File: src/rtl/load_store_unit_pkg.sv
// Shared definitions for the load/store unit: funct3 encodings, FSM states
// and request legality helpers.
package lsu_pkg;

  localparam logic [2:0] F3_B  = 3'b000;
  localparam logic [2:0] F3_H  = 3'b001;
  localparam logic [2:0] F3_W  = 3'b010;
  localparam logic [2:0] F3_D  = 3'b011;
  localparam logic [2:0] F3_BU = 3'b100;
  localparam logic [2:0] F3_HU = 3'b101;
  localparam logic [2:0] F3_WU = 3'b110;

  typedef enum logic [2:0] {
    IDLE = 3'd0,
    RD   = 3'd1,
    CAP  = 3'd2,
    WR   = 3'd3,
    RESP = 3'd4
  } lsu_state_t;

  // Access size lives in funct3[1:0] for both loads and stores.
  function automatic logic is_misaligned(input logic [2:0] funct3, input logic [2:0] lane);
    logic r_mis;
    case (funct3[1:0])
      2'b01:   r_mis = lane[0];
      2'b10:   r_mis = |lane[1:0];
      2'b11:   r_mis = |lane;
      default: r_mis = 1'b0;
    endcase
    return r_mis;
  endfunction

  function automatic logic is_illegal(input logic we, input logic [2:0] funct3);
    return we ? funct3[2] : (funct3 == 3'b111);
  endfunction

endpackage

File: src/rtl/load_store_unit_if.sv
// Request/response and Datamemory bus bundle for the load/store unit.
// The slave modport is the unit's view; master is the requester/memory side.
interface load_store_unit_if #(
  parameter int ADDR_W = 64,
  parameter int DATA_W = 64
) ();

  logic              req_valid;
  logic              req_ready;
  logic              req_we;
  logic [2:0]        req_funct3;
  logic [ADDR_W-1:0] req_addr;
  logic [DATA_W-1:0] req_wdata;
  logic              resp_valid;
  logic              resp_err;
  logic [DATA_W-1:0] resp_rdata;
  logic [ADDR_W-1:0] mem_adr;
  logic [DATA_W-1:0] mem_datain;
  logic              mem_w;
  logic              mem_r;
  logic [DATA_W-1:0] mem_dataout;

  modport slave (
    input  req_valid, req_we, req_funct3, req_addr, req_wdata, mem_dataout,
    output req_ready, resp_valid, resp_err, resp_rdata,
    output mem_adr, mem_datain, mem_w, mem_r
  );

  modport master (
    output req_valid, req_we, req_funct3, req_addr, req_wdata, mem_dataout,
    input  req_ready, resp_valid, resp_err, resp_rdata,
    input  mem_adr, mem_datain, mem_w, mem_r
  );

endinterface

File: src/rtl/load_store_unit_align.sv
// Lane steering for the load/store unit: load extraction with sign/zero
// extension, and the store merge used by read-modify-write.
module lsu_align
  import lsu_pkg::*;
#(
  parameter int DATA_W = 64
) (
  input  logic [DATA_W-1:0] i_word,
  input  logic [DATA_W-1:0] i_wdata,
  input  logic [2:0]        i_lane,
  input  logic [2:0]        i_funct3,
  output logic [DATA_W-1:0] o_rdata,
  output logic [DATA_W-1:0] o_merged
);

  logic [5:0]        w_shamt;
  logic [DATA_W-1:0] w_shifted;
  logic [DATA_W-1:0] w_mask;

  assign w_shamt = {i_lane, 3'b000};

  // Load path: bring the addressed lane down to bit 0, then extend.
  always_comb begin
    w_shifted = i_word >> w_shamt;
    case (i_funct3)
      F3_B:    o_rdata = {{(DATA_W-8){w_shifted[7]}},   w_shifted[7:0]};
      F3_H:    o_rdata = {{(DATA_W-16){w_shifted[15]}}, w_shifted[15:0]};
      F3_W:    o_rdata = {{(DATA_W-32){w_shifted[31]}}, w_shifted[31:0]};
      F3_D:    o_rdata = i_word;
      F3_BU:   o_rdata = {{(DATA_W-8){1'b0}},  w_shifted[7:0]};
      F3_HU:   o_rdata = {{(DATA_W-16){1'b0}}, w_shifted[15:0]};
      F3_WU:   o_rdata = {{(DATA_W-32){1'b0}}, w_shifted[31:0]};
      default: o_rdata = {DATA_W{1'b0}};
    endcase
  end

  // Store path: replace only the addressed lanes of the old doubleword.
  always_comb begin
    case (i_funct3[1:0])
      2'b00:   w_mask = {{(DATA_W-8){1'b0}},  8'hFF};
      2'b01:   w_mask = {{(DATA_W-16){1'b0}}, 16'hFFFF};
      2'b10:   w_mask = {{(DATA_W-32){1'b0}}, 32'hFFFF_FFFF};
      default: w_mask = {DATA_W{1'b1}};
    endcase
    o_merged = (i_word & ~(w_mask << w_shamt)) | ((i_wdata & w_mask) << w_shamt);
  end

endmodule

File: src/rtl/load_store_unit.sv
// Memory-stage controller: turns byte-addressed B/H/W/D requests into
// doubleword Datamemory accesses, with read-modify-write for narrow stores.
module load_store_unit
  import lsu_pkg::*;
#(
  parameter int ADDR_W = 64,
  parameter int DATA_W = 64
) (
  input  logic               clk,
  input  logic               rst,
  load_store_unit_if.slave   bus
);

  lsu_state_t        r_state;
  logic              r_we;
  logic [2:0]        r_funct3;
  logic [2:0]        r_lane;
  logic [DATA_W-1:0] r_wdata;
  logic              r_resp_valid;
  logic              r_resp_err;
  logic [DATA_W-1:0] r_resp_rdata;
  logic [ADDR_W-1:0] r_mem_adr;
  logic [DATA_W-1:0] r_mem_datain;
  logic              r_mem_w;
  logic              r_mem_r;

  logic              w_err;
  logic [ADDR_W-1:0] w_index;
  logic [DATA_W-1:0] w_load;
  logic [DATA_W-1:0] w_merged;

  assign w_err   = is_illegal(bus.req_we, bus.req_funct3) ||
                   is_misaligned(bus.req_funct3, bus.req_addr[2:0]);
  assign w_index = {3'b000, bus.req_addr[ADDR_W-1:3]};

  lsu_align #(.DATA_W(DATA_W)) u_align (
    .i_word   (bus.mem_dataout),
    .i_wdata  (r_wdata),
    .i_lane   (r_lane),
    .i_funct3 (r_funct3),
    .o_rdata  (w_load),
    .o_merged (w_merged)
  );

  // Request FSM; every output is set on the edge that enters its state.
  always_ff @(posedge clk or posedge rst) begin
    if (rst) begin
      r_state      <= IDLE;
      r_we         <= 1'b0;
      r_funct3     <= 3'b000;
      r_lane       <= 3'b000;
      r_wdata      <= {DATA_W{1'b0}};
      r_resp_valid <= 1'b0;
      r_resp_err   <= 1'b0;
      r_resp_rdata <= {DATA_W{1'b0}};
      r_mem_adr    <= {ADDR_W{1'b0}};
      r_mem_datain <= {DATA_W{1'b0}};
      r_mem_w      <= 1'b0;
      r_mem_r      <= 1'b0;
    end else begin
      r_mem_r      <= 1'b0;
      r_mem_w      <= 1'b0;
      r_resp_valid <= 1'b0;
      case (r_state)
        IDLE: begin
          if (bus.req_valid) begin
            r_we     <= bus.req_we;
            r_funct3 <= bus.req_funct3;
            r_lane   <= bus.req_addr[2:0];
            r_wdata  <= bus.req_wdata;
            if (w_err) begin
              r_state      <= RESP;
              r_resp_valid <= 1'b1;
              r_resp_err   <= 1'b1;
              r_resp_rdata <= {DATA_W{1'b0}};
            end else if (bus.req_we && (bus.req_funct3 == F3_D)) begin
              r_state      <= WR;
              r_mem_w      <= 1'b1;
              r_mem_adr    <= w_index;
              r_mem_datain <= bus.req_wdata;
            end else begin
              r_state   <= RD;
              r_mem_r   <= 1'b1;
              r_mem_adr <= w_index;
            end
          end
        end
        RD: r_state <= CAP;
        CAP: begin
          if (r_we) begin
            r_state      <= WR;
            r_mem_w      <= 1'b1;
            r_mem_datain <= w_merged;
          end else begin
            r_state      <= RESP;
            r_resp_valid <= 1'b1;
            r_resp_err   <= 1'b0;
            r_resp_rdata <= w_load;
          end
        end
        WR: begin
          r_state      <= RESP;
          r_resp_valid <= 1'b1;
          r_resp_err   <= 1'b0;
          r_resp_rdata <= {DATA_W{1'b0}};
        end
        RESP:    r_state <= IDLE;
        default: r_state <= IDLE;
      endcase
    end
  end

  assign bus.req_ready  = (r_state == IDLE);
  assign bus.resp_valid = r_resp_valid;
  assign bus.resp_err   = r_resp_err;
  assign bus.resp_rdata = r_resp_rdata;
  assign bus.mem_adr    = r_mem_adr;
  assign bus.mem_datain = r_mem_datain;
  assign bus.mem_w      = r_mem_w;
  assign bus.mem_r      = r_mem_r;

endmodule

File: src/flat_wrapper.sv
// flat-port wrapper written by rule: the top's interface ports become plain ports
module load_store_unit_flat import lsu_pkg::*;
#(
  parameter int ADDR_W = 64,
  parameter int DATA_W = 64
)
  (clk, rst, bus_req_valid, bus_req_we, bus_req_funct3, bus_req_addr, bus_req_wdata, bus_mem_dataout, bus_req_ready, bus_resp_valid, bus_resp_err, bus_resp_rdata, bus_mem_adr, bus_mem_datain, bus_mem_w, bus_mem_r);
  load_store_unit_if #(.ADDR_W(ADDR_W), .DATA_W(DATA_W)) bus_i ();
  input  logic clk;
  input  logic rst;
  input wire logic [$bits(bus_i.req_valid)-1:0] bus_req_valid;
  input wire logic [$bits(bus_i.req_we)-1:0] bus_req_we;
  input wire logic [$bits(bus_i.req_funct3)-1:0] bus_req_funct3;
  input wire logic [$bits(bus_i.req_addr)-1:0] bus_req_addr;
  input wire logic [$bits(bus_i.req_wdata)-1:0] bus_req_wdata;
  input wire logic [$bits(bus_i.mem_dataout)-1:0] bus_mem_dataout;
  output wire logic [$bits(bus_i.req_ready)-1:0] bus_req_ready;
  output wire logic [$bits(bus_i.resp_valid)-1:0] bus_resp_valid;
  output wire logic [$bits(bus_i.resp_err)-1:0] bus_resp_err;
  output wire logic [$bits(bus_i.resp_rdata)-1:0] bus_resp_rdata;
  output wire logic [$bits(bus_i.mem_adr)-1:0] bus_mem_adr;
  output wire logic [$bits(bus_i.mem_datain)-1:0] bus_mem_datain;
  output wire logic [$bits(bus_i.mem_w)-1:0] bus_mem_w;
  output wire logic [$bits(bus_i.mem_r)-1:0] bus_mem_r;
  assign bus_i.req_valid = bus_req_valid;
  assign bus_i.req_we = bus_req_we;
  assign bus_i.req_funct3 = bus_req_funct3;
  assign bus_i.req_addr = bus_req_addr;
  assign bus_i.req_wdata = bus_req_wdata;
  assign bus_i.mem_dataout = bus_mem_dataout;
  assign bus_req_ready = bus_i.req_ready;
  assign bus_resp_valid = bus_i.resp_valid;
  assign bus_resp_err = bus_i.resp_err;
  assign bus_resp_rdata = bus_i.resp_rdata;
  assign bus_mem_adr = bus_i.mem_adr;
  assign bus_mem_datain = bus_i.mem_datain;
  assign bus_mem_w = bus_i.mem_w;
  assign bus_mem_r = bus_i.mem_r;
  load_store_unit #(.ADDR_W(ADDR_W), .DATA_W(DATA_W)) u_core (.clk(clk), .rst(rst), .bus(bus_i));
endmodule
File: config.mk
export PLATFORM = sky130hd
export DESIGN_NAME = load_store_unit_flat
export DESIGN_NICKNAME = d
export VERILOG_FILES = /design/src/rtl/load_store_unit_pkg.sv /design/src/rtl/load_store_unit_if.sv /design/src/rtl/load_store_unit_align.sv /design/src/rtl/load_store_unit.sv /design/src/flat_wrapper.sv
export SDC_FILE = /design/constraint.sdc
export NUM_CORES = 1
export LEC_CHECK = 0
export ABC_AREA = 0
export ABC_CLOCK_PERIOD_IN_PS = 7550
export BUFFER_PORTS_ARGS = -buffer_cell sky130_fd_sc_hd__buf_2
export CORE_MARGIN = 5
export CORE_UTILIZATION = 29
export CTS_CLUSTER_DIAMETER = 120
export DETAILED_ROUTE_END_ITERATION = 7
export PLACE_DENSITY = 0.53
export SLEW_MARGIN = 20
export SYNTH_ARGS = -nofsm -noshare
export SYNTH_HDL_FRONTEND = slang
export SYNTH_SLANG_ARGS = --single-unit
File: constraint.sdc
create_clock -name clk -period 7.55 [get_ports clk]
set_input_delay 0.755 -clock clk [delete_from_list [all_inputs] [get_ports clk]]
set_output_delay 0.755 -clock clk [all_outputs]
set_load 0.005 [all_outputs]
### Word-level counts from Yosys, hierarchy flattened

Index checks and enable logic that the tools add are counted.

* $add $sub $neg: 0
* $mul: 0
* div/mod/pow operators: 0
* order comparisons: 0
* equal/unequal tests: 22
* shifts and indexed selects: 3
* muxes and demuxes: 35
* bitwise gates (word level): 5
* reduce and logical (&&, ||, !) cells: 13

Operators by type and width (number)
* 2-to-1 mux 64 bit: 7
* one-hot mux 64 bit (7 select lines): 1
* one-hot mux 64 bit (3 select lines): 2
* AND 64 bit: 2
* one-hot mux 64 bit (2 select lines): 1
* << shifter 64 x 6 -> 64 bit: 2
* NOT 64 bit: 1
* OR 64 bit: 1
* right shift 64 x 6 -> 32 bit: 1
* equality test 3 x 2 -> 1 bit, second input constant: 5
* 2-to-1 mux 1 bit: 15
* equality test 3 bit, second input constant: 4
* one-hot mux 3 bit (4 select lines): 1
* 2-to-1 mux 3 bit: 3
* one-hot mux 1 bit (3 select lines): 3
* equality test 2 bit, second input constant: 3
* equality test 3 x 1 -> 1 bit, second input constant: 2
* zero test 3 bit: 2
* != test 2 x 1 -> 1 bit, second input constant: 3
* != test 2 bit, second input constant: 3
* AND reduction 5 bit: 1
* equality test 2 x 1 -> 1 bit, second input constant: 2
* AND reduction 4 bit: 1
* AND reduction 3 bit: 1
* 11 further kinds: 11

* register bits after elaboration: 267
* latch bits: 0
* bits in writable memories: 0
* bits in read-only memories: 0
* input bits: 199
* output and inout bits: 197
* word-level logic and storage cells: 90
* memories kept: 0

### Logic depth before layout (Yosys ltp)

* word-level depth: 8
* gate-level depth with buffers: 9
* gate-level depth less buffers: 6

### Hierarchy

Synthesis repeated with hierarchy kept, for this count alone.

* cells, all modules: 1338
* area, all modules: 15731.3 µm²

Modules (own cells, without submodules)
* load_store_unit: instances 1, cells each 667, area an instance 10756.6 µm², seq. area each 6681.4 µm²
* lsu_align: instances 1, cells each 671, area an instance 4974.8 µm², seq. area each 0.0 µm²

### Worst setup path before layout

Ideal clock, no wire load.

* path type: input-to-reg
* start: in bus_req_addr[2]
* end: reg u_core.r_mem_adr[0] (netlist: u_core.bus.mem_adr[0])
* setup time: 0.125 ns
* arrival: 2.237 ns
* required time: 7.425 ns
* path slack: 5.189 ns
* stages on the path: 6
* path buffers: 2
* cells stage by stage: a21o_1 -> a221oi_1 -> and2_1 -> clkbuf_1 -> buf_2 -> mux2_2

* cells in the longest elaborated chain, start to end: 5

RTL lines
* from (decl): line flat_wrapper.sv:14 `input wire logic [$bits(bus_i.req_addr)-1:0] bus_req_addr;`
* OR reduction 3 bit: line load_store_unit_pkg.sv:27 `2'b11: r_mis = |lane;`
* one-hot mux 1 bit (3 select lines): line load_store_unit_pkg.sv:24 `case (funct3[1:0])`
* logical OR 1 bit: line load_store_unit.sv:32 `assign w_err = is_illegal(bus.req_we, bus.req_funct3) ||`
* NOT 1 bit (no source line)
* AND reduction 3 bit (no source line)
* to (signal assigned): line load_store_unit.sv:56 `r_mem_adr <= {ADDR_W{1'b0}};`
* to (signal assigned): line load_store_unit.sv:79 `r_mem_adr <= w_index;`
* to (signal assigned): line load_store_unit.sv:84 `r_mem_adr <= w_index;`
* to (decl): line load_store_unit.sv:22 `logic [ADDR_W-1:0] r_mem_adr;`

Every way passes these cells.
A chain may end at the register's enable or synchronous reset.

### Worst setup path after layout

* start: reg u_core.r_lane[2]
* end: reg u_core.r_resp_rdata[25] (netlist: u_core.bus.resp_rdata[25])

* cells in the longest elaborated chain, start to end: 4

RTL lines
* from (decl): line load_store_unit.sv:17 `logic [2:0] r_lane;`
* from (signal assigned): line load_store_unit.sv:69 `r_lane <= bus.req_addr[2:0];`
* right shift 64 x 6 -> 32 bit: line load_store_unit_align.sv:24 `w_shifted = i_word >> w_shamt;`
* one-hot mux 64 bit (7 select lines): line load_store_unit_align.sv:25 `case (i_funct3)`
* 2-to-1 mux 64 bit: line load_store_unit.sv:90 `if (r_we) begin`
* one-hot mux 64 bit (3 select lines): line load_store_unit.sv:64 `case (r_state)`
* to (signal assigned): line load_store_unit.sv:75 `r_resp_rdata <= {DATA_W{1'b0}};`
* to (signal assigned): line load_store_unit.sv:98 `r_resp_rdata <= w_load;`
* to (signal assigned): line load_store_unit.sv:105 `r_resp_rdata <= {DATA_W{1'b0}};`
* to (decl): line load_store_unit.sv:21 `logic [DATA_W-1:0] r_resp_rdata;`

Every way passes these cells. The select of a mux whose other input is x is not followed.

==> impl_results.md <==
- Worst reg2reg endpoint: u_core.bus.resp_rdata[25]
- Fraction of registers with async set/reset: 100.0%
- Post-synth top area cell: dfrtp_1
- WP data arrival: 4.00 ns
- Peak supply drop: 188.9 uV
- Number of vias per cell: 5.493
- Mapped Avg Cell Area: 10.45 sq um
- Max frequency: 0.2804 GHz
- RSZ-0062 raised after global routing: no
- WS Path Type: reg -> reg
- Clk pwr share: 20.2%
- Sequential share of the synthesized area: 45.55%
- Buffers on Ports: 392
- Vias in the first global route: 13.42k
- Worst-Margin Slew: 1.026 ns
- Required @ worst endpoint: 7.98 ns
- Core Area: 50070 sq um
- Area Growth Syn to Fin: 24.10%
- Vias: 13.31k
- Clock Tree Root: clkbuf_16
- Die area: 55180 sq um
- Total CTS buffers: 34
- Initial Util: 29.30%
- Combinational Power Share: 48.1%
- Synth warn: 0
- Clock transition at the registers of the reported paths: 0.06 ns
- P_sw: 3.385 mW
- Int Pwr: 4.516 mW
- Final instance area: 18210 sq um
- Setup crit end kind: flip-flop
- Routed Wire Length: 63370 um
- Mapped cell area: 14670 sq um
- Placement row count: 82
- Power per cell area: 434.0 nW/um^2
- CTS Hold Bufs: 0
- H-tree depth: 2
- Synth top area cells: dfrtp_1 46%, mux2_2 12%, mux2i_1 4.9%
- RR Startpoint: u_core.r_lane[2]
- Clock sinks: 267
- Post-synth EDFFs: 0
- Switching Fraction: 42.84%
- Cells after synthesis: 1404
- Lkg Pwr: 8.552 nW
- Post-DP Area: 17120 sq um
- # resized after CTS: 0
- Final TNS setup: 0 ns
- Tcrit/Tclk final: 47.23%
- Max Cap Viol: 0
- Average wire per cell in the routed design: 26.15 um
- DRC viols: 0
- Post-synth cell types: 66
- Synth cell count leaders: 267 x dfrtp_1, 155 x mux2_2, 137 x nand2_1
- Layout cell share with drive strength beyond 1: 38.60%
- Clk Latency, worst-skew pair: 0.55 ns
- HP Class: in -> async
- Pin count of the biggest net entering global routing: 123
- Hpwl dp: 46970 um
- Final Max Slew Viols: 0
- Initial DRT Pass Iterations: 6
- Slew headroom: 31.63%
- Crit path max fanout: 48
- Primary FF master, synth: dfrtp_1
- Ports: 396
- Chip width: 234.9 um
- Clk buf depth: 3
- Die height: 234.9 um
- First-pass GRT wire length: 92520 um
- Final setup fails: 0
- Status: completed
- Startpoint Class: flip-flop
- Worst r2r path cells: 7
- Routed Antenna Nets: 0
- Nets@finish: 1923
- #FFs+latches synth: 267
- Final hold violation count: 0
- CTS tree: yes
- Worst clock skew: 0.02231 ns
- Initial antenna violation count: 6
- Fillers: 5181
- GPL Wtd Cong: 0.9263
- Top cell type's share of synthesized area: 45.55%
- Setup bufs post-CTS: 0
- Final min period: 3.566 ns
- Seq pwr share: 31.8%
- Flop-to-flop setup slack: 3.98 ns
- DR iter-0 viols: 1129
- Top-count cell post-synth: dfrtp_1
- GRT Resource Usage Total: 21.94%
- Grt total ovfl: 0
-- how the worst max path moves through the flow --
stage	startpoint	end	slack (ns)	cells after the start
finish	u_core.r_lane[2]	u_core.bus.resp_rdata[25]	3.98	7
floorplan	rst	u_core.bus.mem_adr[0]	3.27	1
detailed placement	u_core.r_lane[1]	u_core.bus.mem_datain[53]	4.06	8
CTS	u_core.r_lane[1]	u_core.bus.mem_datain[52]	4.06	8
global placement	u_core.r_lane[1]	u_core.bus.mem_datain[55]	4.03	7
global route	u_core.r_lane[2]	u_core.bus.resp_rdata[25]	3.83	7
-- state kept, by name, indices dropped and copies added, names as in the netlist --
register and cells:
u_core.bus.resp_err 1, u_core.r_state 3, u_core.bus.mem_r 1, u_core.r_lane 3, u_core.bus.mem_datain 64, u_core.bus.resp_rdata 64
u_core.r_we 1, u_core.bus.resp_valid 1, u_core.bus.mem_w 1, u_core.r_wdata 64, u_core.r_funct3 3, u_core.bus.mem_adr 61
-- worst max-delay path, cell delays in order, from the launching register on --
cell and delay (ns):
dfrtp_2 0.87, buf_4 0.57, nand2b_1 0.51, o22ai_1 0.24, o2111ai_4 0.22, buf_4 0.51, o2111ai_1 0.22, a22o_1 0.24
-- metrics by stage --
step | worst slack, ns | util (%) | hold WS (ns) | total power [mW] | std cells
2_1_floorplan | 3.270 | - | 0.4726 | 4.895 | 1406
6_report | 3.984 | 36.36 | 0.3177 | 7.901 | 2423
3_3_place_gp | 4.026 | 34.17 | 0.4618 | 6.246 | 2359
3_5_place_dp | 4.063 | 34.19 | 0.4667 | 6.296 | 2360
5_1_grt | 3.827 | 36.36 | 0.3570 | 8.382 | 2423
4_1_cts | 4.065 | 36.33 | 0.2992 | 7.936 | 2418
-- routing by layer --
layer / GRT usage, % / vias to the layer above / part of all wire [%]
li1: - / 5925 / -
met1: 29.50 / 6632 / 43
met2: 34.28 / 626 / 46
met3: 4.491 / 126 / 6.8
met4: 9.821 / 0 / 4.8
met5: 0 / - / 0
-- kinds of logic after synthesis --
| family | count (synthesis) | synth area share (%) |
|---|---|---|
| AO/OA/AOI/OAI | 408 | 20.11 |
| XOR/XNOR | 1 | 0.05972 |
| buffers and inverters | 160 | 4.947 |
| flip-flops | 267 | 45.55 |
| multiplexers | 240 | 18.76 |
| other | 1 | 0.02556 |
| AND/OR/NAND/NOR | 327 | 10.55 |
-- layout make-up --
cell class / instances / area [sq um] / area share [%]
Sequential cell: 267 / 6686 / 36.73
Timing Repair Buffer: 416 / 2152 / 11.82
Antenna cell: 5 / 12.51 / 0.06873
Multi-Input combinational cell: 979 / 7341 / 40.32
Inverter: 26 / 101.3 / 0.5567
Tap cell: 672 / 840.8 / 4.619
Clock buffer: 47 / 939.7 / 5.161
Clock inverter: 11 / 131.4 / 0.7216
-- cells in the final DEF, fill, tap and decap left out, types with 34 or more instances in the layout --
cell / instances
mux2i_1: 72
nor2_1: 62
clkbuf_16: 34
nand4_1: 37
o21ai_0: 94
mux2_2: 155
dfrtp_1: 265
buf_2: 393
a22o_1: 70
a21oi_1: 49
nand2_1: 136
-- power by group through the flow --
stage / clock network [mW] / logic (mW) / registers [mW]
3_5_place_dp: 0 / 3.79 / 2.51
3_3_place_gp: 0 / 3.75 / 2.50
2_1_floorplan: 0 / 2.57 / 2.32
5_1_grt: 1.70 / 4.12 / 2.57
4_1_cts: 1.64 / 3.80 / 2.49
6_report: 1.59 / 3.80 / 2.51
(Power assumes the default switching activity.)
